`src/rtl/mmio_responder.sv`:
```
// mmio_responder: memory-mapped I/O target on the core's dmem port.
// Serves OUT, a synchronized IN port, MTIME/MTIMECMP with a compare flag, and STATUS.
// Ports:
//   clk          rising-edge clock
//   rst_n_i      synchronous active-low reset
//   dmem_addr_i  byte address;  dmem_data_i  store data (sub-word in low bits)
//   dmem_rd_en_i / dmem_wr_en_i  load / store request
//   dmem_size_i  0 byte, 1 half, 2 word, 3 illegal
//   dmem_sign_i  1 zero-extend, 0 sign-extend on sub-word loads
//   dmem_data_o  load data one cycle after the request, zero when not owner
//   io_in_i      asynchronous input pins;  io_out_o  OUT register
//   irq_o        timer pending flag;  err_o  one-cycle pulse after a faulting access
module mmio_responder #(
    parameter logic [31:0] BASE_ADDR      = 32'h1100_0000,
    parameter int          IN_SYNC_STAGES = 2
) (
    input  logic        clk,
    input  logic        rst_n_i,
    input  logic [31:0] dmem_addr_i,
    input  logic [31:0] dmem_data_i,
    input  logic        dmem_rd_en_i,
    input  logic        dmem_wr_en_i,
    input  logic [1:0]  dmem_size_i,
    input  logic        dmem_sign_i,
    output logic [31:0] dmem_data_o,
    input  logic [31:0] io_in_i,
    output logic [31:0] io_out_o,
    output logic        irq_o,
    output logic        err_o
);
    logic [31:0] out_q, mtime_q, mtimecmp_q;
    logic        pending_q, err_q;
    logic [31:0] sync_q [IN_SYNC_STAGES];
    logic [5:0]  idx;
    logic [4:0]  sh;
    logic        sel, mapped, misaligned, fault, rd_ok, wr_ok, match;
    logic [31:0] cur, shifted, loaded, mask, wdata, merged;
    logic [1:0]  clr;

    always_comb begin
        idx        = dmem_addr_i[7:2];
        sh         = {dmem_addr_i[1:0], 3'b000};
        sel        = (dmem_addr_i[31:8] == BASE_ADDR[31:8]) && (dmem_rd_en_i || dmem_wr_en_i);
        mapped     = idx <= 6'd4;
        misaligned = (dmem_size_i == 2'd3)
                  || (dmem_size_i == 2'd1 && dmem_addr_i[0])
                  || (dmem_size_i == 2'd2 && dmem_addr_i[1:0] != 2'd0);
        fault      = sel && (misaligned || (dmem_rd_en_i && dmem_wr_en_i) || !mapped);
        rd_ok      = sel && dmem_rd_en_i && !fault;
        wr_ok      = sel && dmem_wr_en_i && !fault;
        match      = mtime_q == mtimecmp_q;
        cur        = idx == 6'd0 ? out_q :
                     idx == 6'd1 ? sync_q[IN_SYNC_STAGES-1] :
                     idx == 6'd2 ? mtime_q :
                     idx == 6'd3 ? mtimecmp_q :
                     idx == 6'd4 ? {30'd0, err_q, pending_q} : 32'd0;
        // lane is right-justified first, then extended from the lane's top bit
        shifted    = cur >> sh;
        loaded     = dmem_size_i == 2'd0 ? {{24{~dmem_sign_i & shifted[7]}}, shifted[7:0]} :
                     dmem_size_i == 2'd1 ? {{16{~dmem_sign_i & shifted[15]}}, shifted[15:0]} :
                     shifted;
        mask       = (dmem_size_i == 2'd0 ? 32'h0000_00FF :
                      dmem_size_i == 2'd1 ? 32'h0000_FFFF : 32'hFFFF_FFFF) << sh;
        wdata      = (dmem_data_i << sh) & mask;
        merged     = (cur & ~mask) | wdata;
        // STATUS is write-1-to-clear over the written lanes only
        clr        = (wr_ok && idx == 6'd4) ? wdata[1:0] : 2'b00;
    end

    always_ff @(posedge clk) begin
        if (!rst_n_i) begin
            out_q       <= '0;
            mtime_q     <= '0;
            mtimecmp_q  <= '1;
            pending_q   <= 1'b0;
            err_q       <= 1'b0;
            dmem_data_o <= '0;
            err_o       <= 1'b0;
            for (int i = 0; i < IN_SYNC_STAGES; i++) sync_q[i] <= '0;
        end else begin
            sync_q[0] <= io_in_i;
            for (int i = 1; i < IN_SYNC_STAGES; i++) sync_q[i] <= sync_q[i-1];
            dmem_data_o <= rd_ok ? loaded : 32'd0;
            err_o       <= fault;
            if (wr_ok && idx == 6'd0) out_q <= merged;
            mtime_q     <= (wr_ok && idx == 6'd2) ? merged : mtime_q + 32'd1;
            if (wr_ok && idx == 6'd3) mtimecmp_q <= merged;
            // new sets win over same-cycle clears
            pending_q   <= match || (pending_q && !clr[0]);
            err_q       <= fault || (err_q && !clr[1]);
        end
    end

    assign io_out_o = out_q;
    assign irq_o    = pending_q;
endmodule

```
`config.mk`:
```
export PLATFORM = sky130hd
export DESIGN_NAME = mmio_responder
export DESIGN_NICKNAME = d
export VERILOG_FILES = /design/src/rtl/mmio_responder.sv
export SDC_FILE = /design/constraint.sdc
export NUM_CORES = 1
export LEC_CHECK = 0
export CELL_PAD_IN_SITES_DETAIL_PLACEMENT = 1
export CELL_PAD_IN_SITES_GLOBAL_PLACEMENT = 1
export CORE_UTILIZATION = 37
export DETAILED_ROUTE_END_ITERATION = 8
export PLACE_DENSITY = 0.87
export SLEW_MARGIN = 20
export SYNTH_ARGS = -nofsm -noshare
export SYNTH_HDL_FRONTEND = slang
export SYNTH_SLANG_ARGS = --single-unit
```
`constraint.sdc`:
```
create_clock -name clk -period 2.2 [get_ports clk]
set_input_delay 0.44 -clock clk [delete_from_list [all_inputs] [get_ports clk]]
set_output_delay 0.44 -clock clk [all_outputs]
set_load 0.01 [all_outputs]
```
==> flow_metrics.env <==
export IMPL_ys_ff_latch=195
export IMPL_synth_area_top_cells="dfxtp_1, mux2i_1, mux4_2, nand2_1, and2_1"
export IMPL_slew_violations=0
export IMPL_syn_num_nets=1092
export IMPL_synth_common_cells="dfxtp_1, nand2_1, mux2i_1, and2_1, nor2_1"
export IMPL_cts_root_buffer="clkbuf_16"
export IMPL_worst_hold_path_type="flop to flop"
export IMPL_vdd_drop_max_v=0.000462
export IMPL_drt_iter0_drc=779
export IMPL_netlist_instances=988
export IMPL_finalHoldViolCount=0
export IMPL_yosys_area_top_type_share_pct=41.0
export IMPL_clock_skew_final_ps=16.3
export IMPL_std_cell_rows=58
export IMPL_synth_most_common_cell="dfxtp_1"
export IMPL_cp_end_kind="flop"
export IMPL_cts_tree="built"
export IMPL_synthToLayoutAreaGrowth_pct=41.7
export IMPL_routabilityCongestion=0.975
export IMPL_grt_pass1_vias=9515
export IMPL_power_density_nw_per_um2=584
export IMPL_wl_per_cell_um=23.5
export IMPL_die_y_um=163
export IMPL_drive_gt1_share_pct=22.9
export IMPL_synth_edff_count=0
export IMPL_syn_cell_area_um2=9530
export IMPL_synthArstFlopShare_pct=0
export IMPL_grt_start_max_net_pins=113
export IMPL_cts_hold_buf=0
export IMPL_synth_top_cell_by_area="dfxtp_1"
export IMPL_grt_pass1_wl_um=56600
export IMPL_dp_hpwl_um=25400
export IMPL_report_power_total_mw=7.88
export IMPL_start_util_pct=37.7
export IMPL_cts_max_level=4
export IMPL_p_leak_nw=5.36
export IMPL_fin_cells=1603
export IMPL_seq_area_frac_synth_pct=41.0
export IMPL_wirelength_um=37600
export IMPL_ys_warn_count=0
export IMPL_die_w_um=163
export IMPL_maxCapViolCount=0
export IMPL_port_buffers=168
export IMPL_outcome="finished clean"
export IMPL_period_minus_slack_ps=2180
export IMPL_criticalPathCategory="input port to flop"
export IMPL_crit_path_start_kind="input port"
export IMPL_clk_pin_slew_ps=80
export IMPL_worst_pin_slew_ps=1010
export IMPL_synth_distinct_cells=61
export IMPL_firstDrtPassIters=7
export IMPL_final_core_util_pct=53.5
export IMPL_diodes=0
export IMPL_grt_ovfl_total=0
export IMPL_grtUsageTotal_pct=28.6
export IMPL_cts_buffers=17
export IMPL_die_area_um2=26400
export IMPL_nNetsFinal=1364
export IMPL_arrival_ps=2480
export IMPL_vias=9177
export IMPL_viasPerCell=5.72
export IMPL_cp_max_fo=8
export IMPL_avgSynthCellArea_um2=9.65
export IMPL_max_freq_ghz=0.459
export IMPL_antenna_found_initial=0
export IMPL_insertion_delay_ps=450
export IMPL_rsz0062_at_grt="yes"
export IMPL_clkSinkCount=195
export IMPL_relSlewSlack_pct=32.6
export IMPL_final_period_utilization_pct=99.0
export IMPL_ant_nets=0
export IMPL_synthFlopType="dfxtp_1"
export IMPL_placed_cells_incl_taps=1542
export IMPL_fp_coreArea_um2=25300
export IMPL_finalSetupViolations=0
export IMPL_required_ps=2500
export IMPL_drc_errors=0
export IMPL_io_pins=169
export IMPL_clk_path_buf_depth=2
## cell type report
class	count	area, um2
inverter	6	22.5
tap	330	413
timing repair buffer	327	3070
clock inverter	14	161
multi-input combinational	713	5490
sequential	195	3910
fill	2774	11700
clock buffer	18	439
## cells by family (layout without fill, tap and decap cells)
logic type | count (synthesis) | after routing | share of synthesized area [%]
AO/OA/AOI/OAI | 154 | 154 | 11.0
XOR/XNOR | 61 | 61 | 5.60
buffers and inverters | 80 | 365 | 3.91
flip-flops | 195 | 195 | 41.0
AND/OR/NAND/NOR | 354 | 354 | 18.8
adder cells (fa/ha/maj) | 1 | 1 | 0.131
multiplexers | 143 | 143 | 19.5
## through the flow
step / TNS [ps] / worst slack, ps / hold slack (ps) / area (um2)
finish: 0 / 22.8 / 435 / 13500
global route: -75.4 / -35.5 / 443 / 13500
CTS: 0 / 5.32 / 433 / 13400
detailed placement: -65670 / -626 / 420 / 12300
global placement: -56600 / -514 / 419 / 12300
floorplan: -1520 / -138 / 412 / 9570
## worst paths after layout
kind / end / slack [ps] / depth (start not counted) / start
worst min register to register: sync_q[0][33] / 430 / 1 / sync_q[0][1]
worst max-delay path: io_out_o[14] / 20 / 10 / dmem_size_i[0]
worst min-delay path: sync_q[0][33] / 430 / 1 / sync_q[0][1]
worst max register to register: dmem_data_o[18] / 40 / 6 / sync_q[0][63]
## routing by layer
layer  up-vias  wire [um]  global-route usage [%]
li1       4066          -                       -
met1      4548      14800                    34.9
met2       433      18100                    48.0
met3       130       2620                    5.32
met4         0       2080                    14.2
met5         -          0                       0
## flip-flops by register name, summed over array words and instances, names as in the netlist
signal / count
irq_o: 1
mtimecmp_q: 32
sync_q: 64
err_o: 1
err_q: 1
dmem_data_o: 32
io_out_o: 32
mtime_q: 32
## report_power, final
group          switching [mW]  internal, mW
Sequential             0.0255          3.58
Combinational           0.535         0.507
Clock                    1.58          1.66
## critical path: stages
cell,delay [ps]
dlygate4sd2_1,310
nor3_4,320
o2111ai_4,150
buf_6,160
nor4_4,280
buf_6,190
buf_4,130
buf_12,150
mux2i_1,260
nor2_1,70
## cell usage in the layout, fill, tap and decap left out, types with 6 or more instances in the layout
| master | n |
|---|---|
| dfxtp_1 | 192 |
| buf_4 | 139 |
| clkdlybuf4s50_1 | 131 |
| nand2_1 | 119 |
| mux2i_1 | 91 |
| and2_1 | 68 |
| nor2_1 | 60 |
| xnor2_1 | 45 |
| o21ai_0 | 36 |
| a21oi_1 | 36 |
| mux4_2 | 32 |
| nand3_1 | 24 |
| nand4_1 | 23 |
| dlygate4sd2_1 | 22 |
| clkbuf_16 | 17 |
| xor2_1 | 16 |
| a211oi_1 | 16 |
| mux2_2 | 12 |
| a21oi_2 | 10 |
| a21o_1 | 9 |
| nor3_1 | 8 |
| and3_1 | 8 |
| a32o_1 | 8 |
| nand3b_1 | 7 |
| buf_12 | 7 |
| buf_6 | 7 |
| nor4_4 | 6 |
## what timing repair did
item                       CTS  global route
gates resized for setup     64            28
setup endpoints to repair  108            72
gates cloned                 5             0
setup buffers               20             5
pin swaps                   16             8
(Power assumes the default switching activity.)
